--- config.mk ---
export PLATFORM = sky130hd
export DESIGN_NAME = debug_mode_ctrl_flat
export DESIGN_NICKNAME = d
export VERILOG_FILES = /design/src/rtl/debug_mode_ctrl_if.sv /design/src/rtl/debug_mode_ctrl.sv /design/src/flat_wrapper.sv
export SDC_FILE = /design/constraint.sdc
export NUM_CORES = 1
export LEC_CHECK = 0
export CORE_MARGIN = 2
export CORE_UTILIZATION = 42
export CTS_CLUSTER_SIZE = 24
export DETAILED_ROUTE_END_ITERATION = 10
export PLACE_DENSITY = 0.83
export SETUP_SLACK_MARGIN = 0.5
export SLEW_MARGIN = 20
export SYNTH_ARGS = -nofsm -noshare
export SYNTH_HDL_FRONTEND = slang
export SYNTH_SLANG_ARGS = --single-unit
export TNS_END_PERCENT = 20
--- constraint.sdc ---
create_clock -name clk_i -period 4.15 [get_ports clk_i]
set_input_delay 0.83 -clock clk_i [delete_from_list [all_inputs] [get_ports clk_i]]
set_output_delay 0.83 -clock clk_i [all_outputs]
set_load 0.02 [all_outputs]
--- src/rtl/debug_mode_ctrl_if.sv ---
// Core-side bundle of the debug-mode controller.
// The master modport is the pipeline/CSR side; the slave modport is the controller.
interface debug_mode_ctrl_if;
    logic        debug_req_i;
    logic        ebreak_i;
    logic        commit_valid_i;
    logic        dret_i;
    logic        flush_ack_i;
    logic [1:0]  priv_lvl_i;
    logic        dcsr_we_i;
    logic [31:0] dcsr_wdata_i;
    logic        flush_req_o;
    logic        set_debug_pc_o;
    logic        resume_o;
    logic        debug_mode_q_o;
    logic        mprven_o;
    logic [1:0]  dcsr_prv_o;
    logic [31:0] dcsr_o;
    logic        flush_timeout_o;

    modport master (
        output debug_req_i, ebreak_i, commit_valid_i, dret_i, flush_ack_i,
               priv_lvl_i, dcsr_we_i, dcsr_wdata_i,
        input  flush_req_o, set_debug_pc_o, resume_o, debug_mode_q_o,
               mprven_o, dcsr_prv_o, dcsr_o, flush_timeout_o
    );

    modport slave (
        input  debug_req_i, ebreak_i, commit_valid_i, dret_i, flush_ack_i,
               priv_lvl_i, dcsr_we_i, dcsr_wdata_i,
        output flush_req_o, set_debug_pc_o, resume_o, debug_mode_q_o,
               mprven_o, dcsr_prv_o, dcsr_o, flush_timeout_o
    );
endinterface

--- src/rtl/debug_mode_ctrl.sv ---
// Debug-mode entry/exit sequencer owning dcsr (halt, flush, debug PC redirect, dret resume).
// Latency: entry event -> flush_req next cycle; ack/timeout -> halt next cycle; dret -> 1-cycle resume.
// Backpressure: holds flush_req until flush_ack or FLUSH_TIMEOUT cycles elapse, then forces halt.
module debug_mode_ctrl #(
    parameter int XDEBUGVER     = 4,
    parameter int FLUSH_TIMEOUT = 16
) (
    input logic               clk_i,
    input logic               rst_i,
    debug_mode_ctrl_if.slave  dbg
);
    typedef enum logic [1:0] {RUN, FLUSH, HALT, RESUME} state_t;

    localparam logic [31:0] DCSR_WMASK = 32'h0000_BE17;
    localparam logic [31:0] DCSR_RST   = {4'(XDEBUGVER), 26'h0, 2'b11};
    localparam logic [7:0]  CNT_LAST   = 8'(FLUSH_TIMEOUT - 1);

    state_t      state_q;
    logic [31:0] dcsr_q;
    logic [7:0]  cnt_q;
    logic        flush_req_q, set_debug_pc_q, resume_q, debug_mode_q, timeout_q;

    logic        ebreak_en;
    logic        entry_evt;
    logic [2:0]  entry_cause;
    logic [31:0] dcsr_wr;

    // ebreak only traps to debug when the ebreak{m,s,u} bit for the current privilege is set
    always_comb begin
        ebreak_en = 1'b0;
        case (dbg.priv_lvl_i)
            2'b11:   ebreak_en = dcsr_q[15];
            2'b01:   ebreak_en = dcsr_q[13];
            2'b00:   ebreak_en = dcsr_q[12];
            default: ebreak_en = 1'b0;
        endcase
    end

    always_comb begin
        entry_evt   = 1'b1;
        entry_cause = 3'd0;
        if (dbg.ebreak_i && ebreak_en)                entry_cause = 3'd1;
        else if (dbg.debug_req_i)                     entry_cause = 3'd3;
        else if (dcsr_q[2] && dbg.commit_valid_i)     entry_cause = 3'd4;
        else                                          entry_evt   = 1'b0;
    end

    // prv=2'b10 is not a legal privilege and is coerced to M
    always_comb begin
        dcsr_wr = (dcsr_q & ~DCSR_WMASK) | (dbg.dcsr_wdata_i & DCSR_WMASK);
        if (dcsr_wr[1:0] == 2'b10) dcsr_wr[1:0] = 2'b11;
    end

    always_ff @(posedge clk_i) begin
        if (rst_i) begin
            state_q        <= RUN;
            dcsr_q         <= DCSR_RST;
            cnt_q          <= 8'd0;
            flush_req_q    <= 1'b0;
            set_debug_pc_q <= 1'b0;
            resume_q       <= 1'b0;
            debug_mode_q   <= 1'b0;
            timeout_q      <= 1'b0;
        end else begin
            set_debug_pc_q <= 1'b0;
            resume_q       <= 1'b0;
            case (state_q)
                RUN: begin
                    if (entry_evt) begin
                        dcsr_q[8:6] <= entry_cause;
                        dcsr_q[1:0] <= dbg.priv_lvl_i;
                        cnt_q       <= 8'd0;
                        flush_req_q <= 1'b1;
                        state_q     <= FLUSH;
                    end
                end
                FLUSH: begin
                    cnt_q <= cnt_q + 8'd1;
                    if (dbg.flush_ack_i || cnt_q == CNT_LAST) begin
                        if (!dbg.flush_ack_i) timeout_q <= 1'b1;
                        flush_req_q    <= 1'b0;
                        set_debug_pc_q <= 1'b1;
                        debug_mode_q   <= 1'b1;
                        state_q        <= HALT;
                    end
                end
                HALT: begin
                    if (dbg.dcsr_we_i) dcsr_q <= dcsr_wr;
                    if (dbg.dret_i) begin
                        resume_q <= 1'b1;
                        state_q  <= RESUME;
                    end
                end
                RESUME: begin
                    debug_mode_q <= 1'b0;
                    state_q      <= RUN;
                end
                default: state_q <= RUN;
            endcase
        end
    end

    assign dbg.flush_req_o     = flush_req_q;
    assign dbg.set_debug_pc_o  = set_debug_pc_q;
    assign dbg.resume_o        = resume_q;
    assign dbg.debug_mode_q_o  = debug_mode_q;
    assign dbg.mprven_o        = dcsr_q[4];
    assign dbg.dcsr_prv_o      = dcsr_q[1:0];
    assign dbg.dcsr_o          = dcsr_q;
    assign dbg.flush_timeout_o = timeout_q;
endmodule

--- src/flat_wrapper.sv ---
// flat-port wrapper written by rule: the top's interface ports become plain ports
module debug_mode_ctrl_flat 
#(
    parameter int XDEBUGVER     = 4,
    parameter int FLUSH_TIMEOUT = 16
)
  (clk_i, rst_i, dbg_debug_req_i, dbg_ebreak_i, dbg_commit_valid_i, dbg_dret_i, dbg_flush_ack_i, dbg_priv_lvl_i, dbg_dcsr_we_i, dbg_dcsr_wdata_i, dbg_flush_req_o, dbg_set_debug_pc_o, dbg_resume_o, dbg_debug_mode_q_o, dbg_mprven_o, dbg_dcsr_prv_o, dbg_dcsr_o, dbg_flush_timeout_o);
  debug_mode_ctrl_if dbg_i ();
  input logic clk_i;
  input logic rst_i;
  input wire logic [$bits(dbg_i.debug_req_i)-1:0] dbg_debug_req_i;
  input wire logic [$bits(dbg_i.ebreak_i)-1:0] dbg_ebreak_i;
  input wire logic [$bits(dbg_i.commit_valid_i)-1:0] dbg_commit_valid_i;
  input wire logic [$bits(dbg_i.dret_i)-1:0] dbg_dret_i;
  input wire logic [$bits(dbg_i.flush_ack_i)-1:0] dbg_flush_ack_i;
  input wire logic [$bits(dbg_i.priv_lvl_i)-1:0] dbg_priv_lvl_i;
  input wire logic [$bits(dbg_i.dcsr_we_i)-1:0] dbg_dcsr_we_i;
  input wire logic [$bits(dbg_i.dcsr_wdata_i)-1:0] dbg_dcsr_wdata_i;
  output wire logic [$bits(dbg_i.flush_req_o)-1:0] dbg_flush_req_o;
  output wire logic [$bits(dbg_i.set_debug_pc_o)-1:0] dbg_set_debug_pc_o;
  output wire logic [$bits(dbg_i.resume_o)-1:0] dbg_resume_o;
  output wire logic [$bits(dbg_i.debug_mode_q_o)-1:0] dbg_debug_mode_q_o;
  output wire logic [$bits(dbg_i.mprven_o)-1:0] dbg_mprven_o;
  output wire logic [$bits(dbg_i.dcsr_prv_o)-1:0] dbg_dcsr_prv_o;
  output wire logic [$bits(dbg_i.dcsr_o)-1:0] dbg_dcsr_o;
  output wire logic [$bits(dbg_i.flush_timeout_o)-1:0] dbg_flush_timeout_o;
  assign dbg_i.debug_req_i = dbg_debug_req_i;
  assign dbg_i.ebreak_i = dbg_ebreak_i;
  assign dbg_i.commit_valid_i = dbg_commit_valid_i;
  assign dbg_i.dret_i = dbg_dret_i;
  assign dbg_i.flush_ack_i = dbg_flush_ack_i;
  assign dbg_i.priv_lvl_i = dbg_priv_lvl_i;
  assign dbg_i.dcsr_we_i = dbg_dcsr_we_i;
  assign dbg_i.dcsr_wdata_i = dbg_dcsr_wdata_i;
  assign dbg_flush_req_o = dbg_i.flush_req_o;
  assign dbg_set_debug_pc_o = dbg_i.set_debug_pc_o;
  assign dbg_resume_o = dbg_i.resume_o;
  assign dbg_debug_mode_q_o = dbg_i.debug_mode_q_o;
  assign dbg_mprven_o = dbg_i.mprven_o;
  assign dbg_dcsr_prv_o = dbg_i.dcsr_prv_o;
  assign dbg_dcsr_o = dbg_i.dcsr_o;
  assign dbg_flush_timeout_o = dbg_i.flush_timeout_o;
  debug_mode_ctrl #(.XDEBUGVER(XDEBUGVER), .FLUSH_TIMEOUT(FLUSH_TIMEOUT)) u_core (.clk_i(clk_i), .rst_i(rst_i), .dbg(dbg_i));
endmodule
==> results of run 1 <==
==> kinds of logic (layout without fill, tap and decap cells) <==
logic type	count (synthesis)	after routing	synth area share, %
AOI/OAI and AO/OA	48	48	21.7
adders and majority gates	5	5	4.01
buffers and inverters	41	55	15.2
DFF	28	28	36.0
muxes	5	5	3.21
other	2	19	0.482
and+or+nand+nor	64	64	19.4
==> power groups by stage <==
stage	Clock (mW)	Sequential, mW	Combinational [mW]
2_1_floorplan	0	0.399	0.303
3_3_place_gp	0	0.358	0.480
3_5_place_dp	0	0.361	0.485
4_1_cts	0.171	0.355	0.491
5_1_grt	0.183	0.362	0.539
6_report	0.171	0.354	0.488
==> worst max path at each step <==
stage / endpoint / slack (ps) / depth (start not counted)
4_1_cts: u_core.state_q[1] / 1760 / 5
3_3_place_gp: u_core.state_q[1] / 1500 / 5
6_report: u_core.state_q[0] / 1770 / 5
5_1_grt: u_core.state_q[1] / 1650 / 5
3_5_place_dp: u_core.state_q[1] / 1480 / 5
2_1_floorplan: u_core.state_q[0] / 2150 / 4
==> area by class of cell <==
class,instances,area [um^2],area share [%]
clock buffer,4,55.1,2.83
inverter,10,37.5,1.93
multi-input combinational,141,826,42.4
sequential,28,561,28.8
tap,48,60.1,3.08
timing repair buffer,41,408,21.0
==> worst max-delay path: stages <==
cell and delay, ps:
clkdlybuf4s50_1 510, or2b_1 270, o21a_2 260, a222oi_1 490, mux2i_1 240
==> metrics by stage <==
step | cells | hold WS, ps | utilization [%]
global placement | 268 | 449 | 52.5
CTS | 272 | 466 | 54.0
finish | 272 | 465 | 54.0
floorplan | 210 | 455 | -
global route | 272 | 487 | 54.0
detailed placement | 268 | 450 | 52.5
==> routing by layer <==
layer / GRT usage (%) / part of all wire, %
met1: 20.8 / 45
met2: 27.3 / 49
met3: 2.95 / 5.1
met4: 4.79 / 1.0
met5: 0 / 0
==> layout by cell type (no fill, tap or decap), drive strengths merged, types with 2 or more instances in the layout <==
cell type,count
mux2i,5
a21oi,10
nor3,2
o21ai,9
nor2,10
nand4,2
a21boi,2
inv,10
o211ai,3
clkdlybuf4s50,40
clkbuf,4
and3,5
nand3,16
nand2,21
nor2b,2
a31oi,2
a311oi,2
conb,19
a22oi,2
o32ai,2
a221oi,4
ha,5
o21a,3
dfxtp,28
==> flip-flops by register name, summed over array words and instances, names as in the netlist <==
name	flops
u_core.dbg.dcsr_o	13
u_core.dbg.set_debug_pc_o	1
u_core.state_q	2
u_core.dbg.flush_timeout_o	1
u_core.cnt_q	8
u_core.dbg.flush_req_o	1
u_core.dbg.debug_mode_q_o	1
u_core.dbg.resume_o	1
==> impl_metrics.toml, run 1 <==
[floorplanning]
design.core.area_mm2 = 0.00361
num_rows = 22
die_w_um = 64.9
start_util_pct = 43.2
design.die.area_mm2 = 0.00422
die_y_um = 64.9
io_pins = 82

[synthesis]
synth.distinct_cells = 41
syn_inst = 193
synth_top_area_cell = "dfxtp_1"
ys.flop_type = "dfxtp_1"
synthArstFlopShare_pct = 0
yosys.area.top_type_share_pct = 36.0
synthTopCellsByArea = "dfxtp_1, buf_4, nand3_1"
seq_area_frac_synth_pct = 36.0
synth_most_common_cell = "dfxtp_1"
synth_warnings = 0
ys_ff_latch = 28
synth_commonest_cells = "dfxtp_1, buf_4, nand2_1"
syn_avg_cell_area_um2 = 8.08
syn_area_mm2 = 0.00156
synth_edf_count = 0

[layout]
n_fill_cell = 331
syn2layout_area_growth_pct = 24.9
antenna_cells = 0
fin_area_mm2 = 0.00195
drive_gt1_share_pct = 4.46
nets = 272

[timing]
setup_tns_ps = 0
slew_headroom_pct = 59.9
setup_viol = 0
worst_slack_ps = 1770
final_max_slew_viol_count = 0
max_freq_ghz = 0.420
post-route-min-period_ps = 2380
tightest_slew_ps = 602
rsz0062_at_grt = "false"
skew_ps = 3.54
post-route-period-util_pct = 57.4
hold_viol = 0

[clock_network]
cts_hold_buffers = 0
root_buffer = "clkbuf_8"
clk_path_buf_depth = 2
cts_sinks = 28
ctsResizeCount = 0
cts_setup_buffers = 0
cts_tree = "done"
cts_made_buffers = 3
clkTransAtPathRegs_ps = 100
h-tree-depth = 1
clk_latency_ps = 270

[critical_path]
timing.rr.end = "u_core.dbg.dcsr_o[8]"
startpoint = "dbg_ebreak_i"
arrival_ps = 2590
rr_startpoint = "u_core.state_q[0]"
required_ps = 4360
critPathMaxFanout = 7
r2r_cells = 5
worstSetupPathType = "in2reg"
start_kind = "primary input"
endpoint_kind = "register"
regToRegSetupSlack_ps = 2240

[global_route]
globalRouteTotalUtil_pct = 16.1
grt_pass1_wl_mm = 5.49
grt.overflow.total = 0
antenna_found_initial = 0
grt_max_degree = 19
grt_pass1_vias = 1223

[power_and_ir_drop]
pwr-share-comb_pct = 48.1
p_sw_share_pct = 41.0
ir_worst_vdd_mv = 0.225
p_clk_share_pct = 16.9
p_int_mw = 0.598
p_sw_mw = 0.415
power.total_mw = 1.01
power_density_mw_per_mm2 = 520
sequentialPowerShare_pct = 35.0
power_leakage_nw = 0.748

[drt]
wl_mm = 3.31
first_pass_iters = 4
ant_nets = 0
viasPerCell = 5.22
drt-wirelength-per-cell_um = 12.2
drcViolationCount = 0
drt_iter0_drc = 63
vias = 1420

[min_path]
worstHoldPathType = "reg2reg"
hold_path_end = "u_core.dbg.dcsr_o[9]"
hold_start = "u_core.dbg.dcsr_o[9]"
hold_depth = 2

[job]
drv_cap = 0

[place]
gp_congestion = 0.879
place_ws_ps = 1480
place_area_mm2 = 0.00189
dpl.hpwl_mm = 2.40
port_buffers = 40

[run_status]
run_status = "completed"
(Power assumes the default switching activity.)
==> inputs of run 2 (changes only) <==
--- a/config.mk
+++ b/config.mk
@@ -6,10 +6,10 @@
 export NUM_CORES = 1
 export LEC_CHECK = 0
 export CORE_MARGIN = 2
-export CORE_UTILIZATION = 42
+export CORE_UTILIZATION = 35
 export CTS_CLUSTER_SIZE = 24
 export DETAILED_ROUTE_END_ITERATION = 10
-export PLACE_DENSITY = 0.83
+export PLACE_DENSITY = 0.73
 export SETUP_SLACK_MARGIN = 0.5
 export SLEW_MARGIN = 20
 export SYNTH_ARGS = -nofsm -noshare
==> constraint.sdc (replaced) <==
create_clock -name clk_i -period 2.1 [get_ports clk_i]
set_input_delay 0.42 -clock clk_i [delete_from_list [all_inputs] [get_ports clk_i]]
set_output_delay 0.42 -clock clk_i [all_outputs]
set_load 0.02 [all_outputs]
==> run 2 against run 1 <==
Non-clock buffer count up 11. Final cell count grew 5.5%. Setup slack got worse by 1300 ps. Global-route usage shrank 1.5 points. Largest cell class unchanged. Clock skew fell by 1.1 ps. Flip-flop and latch count is the same. Count of clock-buffer cells in the layout fell by 1. Total power rose by 120%.
==> impl_metrics.toml, run 2 (synthesized netlist as in run 1, its figures left out) <==
[place]
place_area_mm2 = 0.00196
place_inst = 280
dpl.hpwl_mm = 2.62
gp_congestion = 0.800
port_buffers = 40

[critical_path]
regToRegSetupSlack_ps = 540
crit_buf_inv = 1
critPathTopFamily = "buffers and inverters"
critPathMaxFanout = 3
endpoint_kind = "primary output"
max_stage_delay_ps = 610
start_kind = "register"
critical_path.cell_chain = "clkdlybuf4s50_1"
cpMaxStageDelayCell = "clkdlybuf4s50_1"
required_ps = 1680
arrival_ps = 1250
worstSetupPathType = "reg2out"

[clock_network]
clkTransAtPathRegs_ps = 100
h-tree-depth = 1
clk_latency_ps = 280
root_buffer = "clkbuf_8"
cts_sinks = 28
cts_hold_buffers = 0
cts_tree = "done"
clk_path_buf_depth = 2
cts_made_buffers = 3

[timing]
setup_viol = 0
hold_viol = 0
skew_ps = 2.39
final_max_slew_viol_count = 0
setup_tns_ps = 0
post-route-period-util_pct = 79.5
post-route-min-period_ps = 1670
max_freq_ghz = 0.599
rsz0062_at_grt = "true"

[layout]
nets = 283
largest_register_ffs = 13
final_cell_mix = "clkdlybuf4s50_1, dfxtp_1, nand2_1"
n_fill_cell = 427
layout_commonest_cell = "clkdlybuf4s50_1"
antenna_cells = 0
drive_gt1_share_pct = 14.0
stdcell_count = 287
fin_util_pct = 48.8
fin_area_mm2 = 0.00211
syn2layout_area_growth_pct = 35.4

[floorplanning]
num_rows = 24
die_w_um = 70.7
die_y_um = 70.7
design.die.area_mm2 = 0.00500
io_pins = 82
start_util_pct = 36.1
design.core.area_mm2 = 0.00432

[drt]
viasPerCell = 5.09
drt-wirelength-per-cell_um = 12.8
first_pass_iters = 5
wl_mm = 3.68
ant_nets = 0
drcViolationCount = 0
vias = 1460
drt_iter0_drc = 98

[global_route]
grt_pass1_vias = 1317
grt.overflow.total = 0
globalRouteTotalUtil_pct = 14.6
grt_max_degree = 23
antenna_found_initial = 0
grt_pass1_wl_mm = 6.05

[power_and_ir_drop]
power_density_mw_per_mm2 = 1070
power.total_mw = 2.26
power_leakage_nw = 0.938
ir_worst_vdd_mv = 0.585

[run_status]
run_status = "completed"

[min_path]
worstHoldPathType = "reg2reg"

[job]
drv_cap = 0
[run 2: stage by stage]
step / setup WS (ps) / hold WS [ps]
CTS: 362 / 467
detailed placement: -108 / 449
finish: 429 / 465
global placement: -53.9 / 449
floorplan: 485 / 455
global route: 390 / 486
[run 2: routing by layer]
| layer | vias up | GRT usage, % | routed length [um] |
|---|---|---|---|
| met5 | - | 0 | 0 |
| met4 | 0 | 5.03 | 48 |
| met3 | 6 | 2.28 | 194 |
| met2 | 45 | 23.4 | 1810 |
| met1 | 681 | 20.1 | 1630 |
| li1 | 728 | - | - |
[run 2: timing repair]
action                     4_1_cts  5_1_grt
setup endpoints to repair       37       44
resized for setup               12       17
setup buffers                    3        0
pin swaps                        2        1
[run 2: area by class of cell]
cell class                 count  area [um^2]  area share, %
clock inverter                 1         30.0           1.42
clock buffer                   3         41.3           1.96
sequential                    28          564           26.7
timing repair buffer          52          499           23.7
multi-input combinational    141          873           41.4
inverter                      10         37.5           1.78
tap                           52         65.1           3.08
[run 2: path summary, 6_finish.rpt]
kind / end / cells past startpoint / from
worst min-delay path: u_core.dbg.dcsr_o[11] / 2 / u_core.dbg.dcsr_o[11]
worst max register to register: u_core.cnt_q[5] / 5 / u_core.state_q[1]
worst min register to register: u_core.dbg.dcsr_o[11] / 2 / u_core.dbg.dcsr_o[11]
worst max-delay path: dbg_dcsr_o[0] / 1 / u_core.dbg.dcsr_o[0]
[run 2: report_power, final]
group | switching [mW] | internal (mW)
Combinational | 0.615 | 0.504
Sequential | 0.0733 | 0.632
Clock | 0.176 | 0.255
==> inputs of run 3 (changes only) <==
--- a/config.mk
+++ b/config.mk
@@ -6,10 +6,10 @@
 export NUM_CORES = 1
 export LEC_CHECK = 0
 export CORE_MARGIN = 2
-export CORE_UTILIZATION = 35
+export CORE_UTILIZATION = 39
 export CTS_CLUSTER_SIZE = 24
 export DETAILED_ROUTE_END_ITERATION = 10
-export PLACE_DENSITY = 0.73
+export PLACE_DENSITY = 0.78
 export SETUP_SLACK_MARGIN = 0.5
 export SLEW_MARGIN = 20
 export SYNTH_ARGS = -nofsm -noshare
==> constraint.sdc (replaced) <==
create_clock -name clk_i -period 1.67 [get_ports clk_i]
set_input_delay 0.334 -clock clk_i [delete_from_list [all_inputs] [get_ports clk_i]]
set_output_delay 0.334 -clock clk_i [all_outputs]
set_load 0.02 [all_outputs]
==> run 3 against run 2 <==
Count of clock-buffer cells in the layout did not move. Via count rose by 7.9%. Total power rose by 44%. Clock skew barely moved. Register-to-register slack got worse by 340 ps. Core utilization rose by 14 points.
==> impl_metrics.toml, run 3 (synthesized netlist as in run 1, its figures left out) <==
[timing]
rsz0062_at_grt = "true"
post-route-min-period_ps = 1470
skew_ps = 2.88
final_max_slew_viol_count = 0
max_freq_ghz = 0.681
holdWs_ps = 298
post-route-period-util_pct = 87.9
hold_viol = 0
worst_slack_ps = 202
setup_viol = 0

[clock_network]
clk_path_buf_depth = 2
cts_made_buffers = 3
root_buffer = "clkbuf_8"
clkTransAtPathRegs_ps = 100
cts_tree = "done"
clk_latency_ps = 280
cts_sinks = 28
h-tree-depth = 1

[critical_path]
rr_startpoint = "u_core.state_q[1]"
start_kind = "register"
r2r_cells = 7
critPathMaxFanout = 4
startpoint = "u_core.state_q[1]"
worstSetupPathType = "reg2reg"
endpoint_kind = "register"
arrival_ps = 1670
endpoint = "u_core.cnt_q[7]"
timing.rr.end = "u_core.cnt_q[7]"
required_ps = 1870
regToRegSetupSlack_ps = 200

[place]
gp_congestion = 0.821
dpl.hpwl_mm = 2.80
port_buffers = 40
place_ws_ps = -376
place_area_mm2 = 0.00206

[layout]
largest_register_ffs = 13
nets = 302
layout_commonest_cell = "buf_4"
drive_gt1_share_pct = 29.9
fin_area_mm2 = 0.00234
multi_input_area_um2 = 983
register_area_um2 = 577
antenna_cells = 0
syn2layout_area_growth_pct = 50.2
final_cell_mix = "buf_4, dlygate4sd2_1, nand2_1"
n_fill_cell = 323

[floorplanning]
die_y_um = 67.2
io_pins = 82
die_w_um = 67.2
design.die.area_mm2 = 0.00452
start_util_pct = 41.6
num_rows = 22
design.core.area_mm2 = 0.00374

[global_route]
grt_pass1_vias = 1374
grt_pass1_wl_mm = 6.55
globalRouteTotalUtil_pct = 18.6
antenna_found_initial = 0
grt_max_degree = 17
grt.overflow.total = 0

[drt]
drt-wirelength-per-cell_um = 14.0
vias = 1575
drcViolationCount = 0
first_pass_iters = 6
ant_nets = 0
viasPerCell = 5.22
wl_mm = 4.21
drt_iter0_drc = 109

[min_path]
worstHoldPathType = "in2reg"

[job]
drv_cap = 0

[power_and_ir_drop]
ir_worst_vdd_mv = 0.819
p_sw_mw = 1.28
p_clk_share_pct = 16.7
pwr-share-comb_pct = 55.4
sequentialPowerShare_pct = 27.9
p_sw_share_pct = 39.4
power_leakage_nw = 0.998
power.total_mw = 3.24
power_density_mw_per_mm2 = 1380
p_int_mw = 1.96

[run_status]
run_status = "completed"
run 3: final cells by class:
class                   instances  area share (%)
multi-input cells             141            42.0
repair buffers                 71            26.1
flip-flops and latches         28            24.6
well taps                      48            2.56
clock buffers                   3            1.76
inverters                      10            1.71
clock inverters                 1            1.28
run 3: metrics by stage:
step	instances	utilization [%]	setup TNS, ps
2_1_floorplan	210	-	0
5_1_grt	302	62.6	0
4_1_cts	297	60.0	0
3_5_place_dp	286	55.0	-4080
6_report	302	62.6	0
3_3_place_gp	286	55.0	-4110
run 3: critical path: stages (launching register included):
cell and delay [ps]:
dfxtp_4 380, inv_2 50, ha_4 170, buf_4 130
buf_4 140, o21ai_1 130, o21ba_2 180, a221oi_2 200
run 3: worst min path at each step:
stage	slack [ps]	cells after the start	end	startpoint
2_1_floorplan	450	1	u_core.dbg.dcsr_o[7]	dbg_ebreak_i
6_report	300	2	u_core.dbg.dcsr_o[7]	dbg_ebreak_i
3_3_place_gp	450	2	u_core.dbg.dcsr_o[10]	u_core.dbg.dcsr_o[10]
3_5_place_dp	450	2	u_core.dbg.dcsr_o[10]	u_core.dbg.dcsr_o[10]
4_1_cts	290	2	u_core.dbg.dcsr_o[7]	dbg_ebreak_i
5_1_grt	280	2	u_core.dbg.dcsr_o[7]	dbg_ebreak_i
run 3: power groups by stage:
stage | sequential (mW) | combinational, mW | clock, mW
4_1_cts | 0.888 | 1.58 | 0.549
6_report | 0.905 | 1.80 | 0.540
3_5_place_dp | 0.909 | 1.44 | 0
2_1_floorplan | 1.00 | 0.856 | 0
5_1_grt | 0.920 | 1.94 | 0.580
3_3_place_gp | 0.903 | 1.43 | 0
run 3: timing repair:
action / CTS / global route
setup buffers: 7 / 5
hold buffers: 0 / 0
endpoints found under the setup margin: 49 / 49
pin swaps: 11 / 5
resized for setup: 58 / 12
run 3: metal layers:
layer	global-route usage, %	wire length (um)
met3	2.00	236
met5	0	0
met2	30.8	2120
met4	5.36	53
met1	25.6	1810
